===== src/rtl/constants_uart.sv =====
// Shared framing constants for the FFT UART link (transmit and receive controllers).
// Holds the frame delimiters, frame-size codes, the transmit state encoding and
// the coefficient pair payload type.
// Optional build macro: FRAME_CHECKSUM_EN adds the CHK state to the encoding.
package constants_uart;

    localparam logic [7:0] START_BYTE   = 8'hAA;
    localparam logic [7:0] STOP_BYTE    = 8'h55;

    localparam logic [1:0] SELECT_FFT8  = 2'b00;
    localparam logic [1:0] SELECT_FFT16 = 2'b01;
    localparam logic [1:0] SELECT_FFT32 = 2'b10;

    // Fixed encodings so both link ends agree on state values.
    typedef enum logic [3:0] {
        ST_IDLE   = 4'd0,
        ST_START  = 4'd1,
        ST_SELECT = 4'd2,
        ST_LOAD   = 4'd3,
        ST_R_HI   = 4'd4,
        ST_R_LO   = 4'd5,
        ST_I_HI   = 4'd6,
        ST_I_LO   = 4'd7,
`ifdef FRAME_CHECKSUM_EN
        ST_CHK    = 4'd8,
`endif
        ST_STOP   = 4'd9,
        ST_DONE   = 4'd10
    } tx_state_e;

    // One Q8.8 complex coefficient.
    typedef struct packed {
        logic [15:0] re;
        logic [15:0] im;
    } coeff_pair_t;

    // Samples per frame for a size code; 0 marks an unsupported code.
    function automatic int unsigned frame_len(input logic [1:0] code);
        case (code)
            SELECT_FFT8:  frame_len = 8;
            SELECT_FFT16: frame_len = 16;
            SELECT_FFT32: frame_len = 32;
            default:      frame_len = 0;
        endcase
    endfunction

endpackage


===== src/rtl/fft_frame_tx.sv =====
// fft_frame_tx: serialises one FFT coefficient frame into bytes for a UART
// byte transmitter: START, select code, N x {R_hi, R_lo, I_hi, I_lo}, [CHK], STOP.
// Ports:
//   clk, rst            clock, async active-low reset
//   start_i, fft_select_i  frame request and size code (latched at start)
//   coeff_valid_i, coeff_R_i, coeff_I_i, coeff_ready_o  coefficient pair handshake
//   byte_o, byte_valid_o, byte_ready_i                   byte stream handshake
//   busy_o, done_o, err_o                                 status
// Optional build macro: FRAME_CHECKSUM_EN inserts an XOR checksum byte before STOP.
module fft_frame_tx
    import constants_uart::*;
#(
    parameter int unsigned MAX_POINTS = 32
) (
    input  logic        clk,
    input  logic        rst,
    input  logic        start_i,
    input  logic [1:0]  fft_select_i,
    input  logic        coeff_valid_i,
    input  logic [15:0] coeff_R_i,
    input  logic [15:0] coeff_I_i,
    output logic        coeff_ready_o,
    output logic [7:0]  byte_o,
    output logic        byte_valid_o,
    input  logic        byte_ready_i,
    output logic        busy_o,
    output logic        done_o,
    output logic        err_o
);

    localparam int unsigned CNT_W = $clog2(MAX_POINTS) + 1;

    tx_state_e        state_q, state_d;
    logic [CNT_W-1:0] cnt_q, cnt_d;
    logic [CNT_W-1:0] len_q, len_d;
    logic [1:0]       sel_q, sel_d;
    coeff_pair_t      pair_q, pair_d;
`ifdef FRAME_CHECKSUM_EN
    logic [7:0]       chk_q, chk_d;
`endif
    logic [7:0]       byte_q, byte_d;
    logic             byte_valid_q, byte_valid_d;
    logic             coeff_ready_q, coeff_ready_d;
    logic             busy_q, busy_d;
    logic             done_q, done_d;
    logic             err_q, err_d;

    logic             byte_acc;
    logic             start_ok;

    assign byte_acc = byte_valid_q && byte_ready_i;
    assign start_ok = (frame_len(fft_select_i) != 0) && (frame_len(fft_select_i) <= MAX_POINTS);

    // Next state, datapath and next registered outputs.
    always_comb begin
        state_d = state_q;
        cnt_d   = cnt_q;
        len_d   = len_q;
        sel_d   = sel_q;
        pair_d  = pair_q;
        err_d   = 1'b0;
`ifdef FRAME_CHECKSUM_EN
        chk_d   = chk_q;
        if (byte_acc && (state_q inside {ST_SELECT, ST_R_HI, ST_R_LO, ST_I_HI, ST_I_LO})) begin
            chk_d = chk_q ^ byte_q;
        end
`endif
        case (state_q)
            ST_IDLE: begin
                if (start_i) begin
                    if (start_ok) begin
                        state_d = ST_START;
                        sel_d   = fft_select_i;
                        len_d   = CNT_W'(frame_len(fft_select_i));
                        cnt_d   = '0;
`ifdef FRAME_CHECKSUM_EN
                        chk_d   = 8'h00;
`endif
                    end else begin
                        err_d = 1'b1;
                    end
                end
            end
            ST_START:  if (byte_acc) state_d = ST_SELECT;
            ST_SELECT: if (byte_acc) state_d = ST_LOAD;
            ST_LOAD: begin
                if (coeff_valid_i && coeff_ready_q) begin
                    pair_d  = '{re: coeff_R_i, im: coeff_I_i};
                    state_d = ST_R_HI;
                end
            end
            ST_R_HI:   if (byte_acc) state_d = ST_R_LO;
            ST_R_LO:   if (byte_acc) state_d = ST_I_HI;
            ST_I_HI:   if (byte_acc) state_d = ST_I_LO;
            ST_I_LO: begin
                if (byte_acc) begin
                    cnt_d = cnt_q + CNT_W'(1);
                    if (cnt_d == len_q) begin
`ifdef FRAME_CHECKSUM_EN
                        state_d = ST_CHK;
`else
                        state_d = ST_STOP;
`endif
                    end else begin
                        state_d = ST_LOAD;
                    end
                end
            end
`ifdef FRAME_CHECKSUM_EN
            ST_CHK:    if (byte_acc) state_d = ST_STOP;
`endif
            ST_STOP:   if (byte_acc) state_d = ST_DONE;
            ST_DONE:   state_d = ST_IDLE;
            default:   state_d = ST_IDLE;
        endcase

        // Outputs follow the state being entered, so they are registered yet
        // aligned with it; a stalled byte keeps identical inputs and stays stable.
        byte_d       = 8'h00;
        byte_valid_d = 1'b1;
        case (state_d)
            ST_START:  byte_d = START_BYTE;
            ST_SELECT: byte_d = {6'b0, sel_d};
            ST_R_HI:   byte_d = pair_d.re[15:8];
            ST_R_LO:   byte_d = pair_d.re[7:0];
            ST_I_HI:   byte_d = pair_d.im[15:8];
            ST_I_LO:   byte_d = pair_d.im[7:0];
`ifdef FRAME_CHECKSUM_EN
            ST_CHK:    byte_d = chk_d;
`endif
            ST_STOP:   byte_d = STOP_BYTE;
            default:   byte_valid_d = 1'b0;
        endcase
        coeff_ready_d = (state_d == ST_LOAD);
        busy_d        = (state_d != ST_IDLE);
        done_d        = (state_d == ST_DONE);
    end

    // State and output registers.
    always_ff @(posedge clk or negedge rst) begin
        if (!rst) begin
            state_q       <= ST_IDLE;
            cnt_q         <= '0;
            len_q         <= '0;
            sel_q         <= 2'b00;
            pair_q        <= '0;
`ifdef FRAME_CHECKSUM_EN
            chk_q         <= 8'h00;
`endif
            byte_q        <= 8'h00;
            byte_valid_q  <= 1'b0;
            coeff_ready_q <= 1'b0;
            busy_q        <= 1'b0;
            done_q        <= 1'b0;
            err_q         <= 1'b0;
        end else begin
            state_q       <= state_d;
            cnt_q         <= cnt_d;
            len_q         <= len_d;
            sel_q         <= sel_d;
            pair_q        <= pair_d;
`ifdef FRAME_CHECKSUM_EN
            chk_q         <= chk_d;
`endif
            byte_q        <= byte_d;
            byte_valid_q  <= byte_valid_d;
            coeff_ready_q <= coeff_ready_d;
            busy_q        <= busy_d;
            done_q        <= done_d;
            err_q         <= err_d;
        end
    end

    assign byte_o        = byte_q;
    assign byte_valid_o  = byte_valid_q;
    assign coeff_ready_o = coeff_ready_q;
    assign busy_o        = busy_q;
    assign done_o        = done_q;
    assign err_o         = err_q;

endmodule


===== config.mk =====
export PLATFORM = sky130hd
export DESIGN_NAME = fft_frame_tx
export DESIGN_NICKNAME = d
export VERILOG_FILES = /design/src/rtl/constants_uart.sv /design/src/rtl/fft_frame_tx.sv
export SDC_FILE = /design/constraint.sdc
export NUM_CORES = 1
export LEC_CHECK = 0
export ABC_CLOCK_PERIOD_IN_PS = 2100
export CORE_MARGIN = 4
export CORE_UTILIZATION = 25
export CTS_BUF_LIST = sky130_fd_sc_hd__clkbuf_8
export DETAILED_ROUTE_END_ITERATION = 8
export PLACE_DENSITY = 0.55
export SLEW_MARGIN = 0
export SYNTH_ARGS = -nofsm -noshare
export SYNTH_HDL_FRONTEND = slang
export SYNTH_SLANG_ARGS = --single-unit

===== constraint.sdc =====
create_clock -name clk -period 2.1 [get_ports clk]
set_input_delay 0.525 -clock clk [delete_from_list [all_inputs] [get_ports clk]]
set_output_delay 0.525 -clock clk [all_outputs]
set_load 0.01 [all_outputs]

==> results of run 1 <==
-- repair_timing --
item                       CTS  global route
gates cloned                 1             0
buffers inserted             7             1
setup endpoints to repair   10            10
pin swaps                    7             3
gates resized for setup     16             7
-- path summary, 6_finish.rpt --
check	depth (start not counted)	slack, ns	start	endpoint
worst max-delay path	8	-0.13	coeff_ready_o	byte_o[6]
worst min-delay path	1	0.07	rst	byte_o[1]
max in group asynchronous	2	1.45	rst	state_q[2]
worst max register to register	8	-0.13	coeff_ready_o	byte_o[6]
min in group clk	2	0.50	sel_q[1]	sel_q[1]
worst min register to register	2	0.50	sel_q[1]	sel_q[1]
-- flip-flops by register name, indices dropped and copies added (netlist names) --
name / flops
pair_q: 32
byte_o: 8
cnt_q: 6
state_q: 4
len_q: 3
sel_q: 2
busy_o: 1
byte_valid_o: 1
coeff_ready_o: 1
done_o: 1
err_o: 1
-- area by class of cell --
cell class	instances	area, um^2	area share (%)
well taps	140	175	4.16
repair inverters	1	6.26	0.149
clock buffers	9	124	2.94
clock inverters	7	100	2.38
inverters	5	26.3	0.625
multi-input cells	159	1300	30.9
repair buffers	107	971	23.1
flip-flops and latches	60	1500	35.7
-- placed cells by master (no fill, tap or decap), types with 5 or more instances in the layout --
master           count
a211o_1              5
xnor2_1              5
nand2_1             12
mux2_4               9
clkdlybuf4s50_1     48
clkbuf_8             9
a21oi_1              8
buf_4               51
a211o_2              5
nand4_1              5
nor2_1              18
nor3_1               5
dfrtp_1             59
mux2_2              30
o21a_1               5
-- logic make-up after synthesis --
family / count (synthesis) / synth area share [%]
and+or+nand+nor: 62 / 11.5
muxes: 40 / 15.9
buffers and inverters: 14 / 3.66
xor gates and xnor gates: 9 / 2.75
DFF: 60 / 52.3
AOI/OAI and AO/OA: 47 / 13.4
adders and majority gates: 1 / 0.436
-- per-layer routing --
| layer | vias up | share of wire, % | GRT usage, % |
|---|---|---|---|
| li1 | 1077 | - | - |
| met1 | 1126 | 47 | 16.4 |
| met2 | 47 | 46 | 18.6 |
| met3 | 9 | 4.7 | 3.26 |
| met4 | 0 | 1.5 | 4.46 |
| met5 | - | 0 | 0 |
-- worst reg2reg max path: cells and delay by family (launching register included) --
kind	cells	cell delay, ns
AO/OA/AOI/OAI	2	0.52
buffers and inverters	2	0.23
flip-flops	1	0.40
multiplexers	1	0.30
AND/OR/NAND/NOR	3	0.66
-- where the power goes --
group	switching, W	internal (W)	total (W)
logic	0.00114	0.00153	0.00267
registers	0.000191	0.00164	0.00183
clock network	0.000501	0.000676	0.00118
total	0.00183	0.00385	0.00568
-- Yosys cell counts (4+ instances only) --
library cell,instances
xor2_1,4
inv_1,4
and2_1,4
nor3_1,5
mux2_2,37
xnor2_1,5
nand3_1,4
o211a_1,4
nand4_1,5
dfrtp_1,60
a211o_2,5
a211o_1,5
nor2_1,18
nand2_1,12
o21a_1,5
buf_2,4
a21oi_1,8
-- stage by stage --
step                hold WS (ns)  utilization (%)  instances  TNS [ns]
floorplan                  0.229                -        233     -1.24
global placement           0.430             35.3        465    -10.10
detailed placement         0.439             35.3        465    -10.56
CTS                       0.0570             38.2        489    -0.727
global route              0.0627             38.1        488     -1.13
finish                    0.0722             38.1        488    -0.706
==> key figures, run 1 <==
Clock network
  • Clk sinks: 60
  • Clock latency on the worst-skew pair: around 0.34 ns
  • Maximum clock path buffer count: 2
  • H-tree levels: 3
  • CTS Buf Count: 9
  • CTS tree: yes
  • CTS clk-pin slew, worst paths: 0.08 ns
  • Hold-fix buffers, CTS: 0
  • Root buffer cell: clkbuf_8

Global route
  • Total grt overflow: 0
  • Largest net degree at the start of global routing: 49
  • Vias in the first global route: 2431
  • Global-route usage over all layers: 12.1%
  • Initial antenna violation count: 0
  • First-pass GRT wire length: approximately 12000 um

Synth
  • Synth area leaders: dfrtp_1 52%, mux2_2 15%, nor2_1 2.4%
  • Synth async-reset ratio: 100%
  • Mapped Area: 0.00287 mm^2
  • Yosys warns: 0
  • Number of synthesized flops with an enable pin: 0
  • Synth Net Count: approximately 270
  • Sequential share of the synthesized area: 52.3%
  • Mapped Cells: 233
  • Commonest register cell after synthesis: dfrtp_1
  • #FFs+latches synth: 60
  • Avg Synthesized Cell Area: around 12 um^2
  • Post-synth top area share: 52.3%
  • Yosys cell types: 50
  • Cell taking the most area after synthesis: dfrtp_1

Worst setup path
  • Critical path class: flop to flop
  • CP arrival: 2.45 ns
  • Delay-heaviest family, CP: simple AND/OR/NAND/NOR gates
  • Critical Path Fanout Max: 5
  • Slowest cell on crit path: dfrtp_1
  • Critical-path cell list: nand4_1 > buf_4 > or2_1 > or3b_4 > a21o_4 > inv_8 > mux2_4 > a221o_1
  • Max incr delay on CP: 0.40 ns
  • Worst setup EP type: flop
  • Worst endpoint required time: 2.32 ns
  • CP startpoint kind: flop
  • CP bufs+invs: 2

Final layout
  • Nets: about 380
  • Fill cell count: ~1100
  • Area Overhead vs Synth: 46.6%
  • Design Area, Final: 0.00421 mm^2
  • N_diodes: 0
  • Layout cell share with drive strength beyond 1: 38.2%

Placed design
  • Placed cell areas: 0.00389 mm^2
  • Final GP Congestion: between 0.8 and 0.9
  • Post-DP HPWL: 5460 um
  • I/O Buffers: 51
  • Dpl ws: -0.730 ns

STA
  • Worst slew pin tran: a little under 0.5 ns
  • Period utilisation layout: 106%
  • Hold Vio Cnt, Final: 0
  • Max Fclk: 0.449 GHz
  • Final Skew: 0.00952 ns
  • Minimum clock period: 2.23 ns
  • PnR worst setup slack: -0.126 ns
  • Final setup vio count: 8
  • Slew Limit Fails: 0
  • Slew HR: 67.0%
  • RSZ-0062 raised after global routing: true

Routing
  • DRC Markers: 0
  • Final ANT Viol Nets: 0
  • DR vias/cell: 4.63
  • Avg WL per Cell: between 15 and 20 um
  • WL final: roughly 7400 um
  • Drt first-iter violations: between 50 and 60
  • Number of vias in the routed layout: 2259
  • DRT Pass-1 Iters: 4

Power and ir drop
  • Leak pwr: around 1.9 nW
  • Maximum VDD drop: approximately 0.00043 V
  • Power density over the cells: 1350 mW/mm^2
  • Power Total: 0.00568 W

Floorplan
  • Die width: 115 um
  • Die area: around 0.013 mm^2
  • Starting density of the core: 26.0%
  • Core ar.: 0.0110 mm^2
  • Die height: 115 um
  • Boundary Pins: 52
  • Row count: 38

Worst hold path
  • Worst hold-check path type: input port to asynchronous set/reset pin

Run
  • Number of max-cap violations: 0

Outcome
  • Failing checks: negative setup slack
  • Status: finished, violations left
(Power assumes the default switching activity.)
==> inputs of run 2 (changes only) <==
--- a/config.mk
+++ b/config.mk
@@ -5,13 +5,11 @@
 export SDC_FILE = /design/constraint.sdc
 export NUM_CORES = 1
 export LEC_CHECK = 0
-export ABC_CLOCK_PERIOD_IN_PS = 2100
 export CORE_MARGIN = 4
 export CORE_UTILIZATION = 25
 export CTS_BUF_LIST = sky130_fd_sc_hd__clkbuf_8
 export DETAILED_ROUTE_END_ITERATION = 8
 export PLACE_DENSITY = 0.55
-export SLEW_MARGIN = 0
 export SYNTH_ARGS = -nofsm -noshare
 export SYNTH_HDL_FRONTEND = slang
 export SYNTH_SLANG_ARGS = --single-unit
==> results of run 2 <==
No change in the layout: final DEF, timing and power equal those of run 1.
==> inputs of run 3 (changes only) <==
--- a/config.mk
+++ b/config.mk
@@ -8,6 +8,7 @@
 export CORE_MARGIN = 4
 export CORE_UTILIZATION = 25
 export CTS_BUF_LIST = sky130_fd_sc_hd__clkbuf_8
+export CTS_CLUSTER_DIAMETER = 150
 export DETAILED_ROUTE_END_ITERATION = 8
 export PLACE_DENSITY = 0.55
 export SYNTH_ARGS = -nofsm -noshare
==> results of run 3 <==
No change in the layout: final DEF, timing and power equal those of run 1.
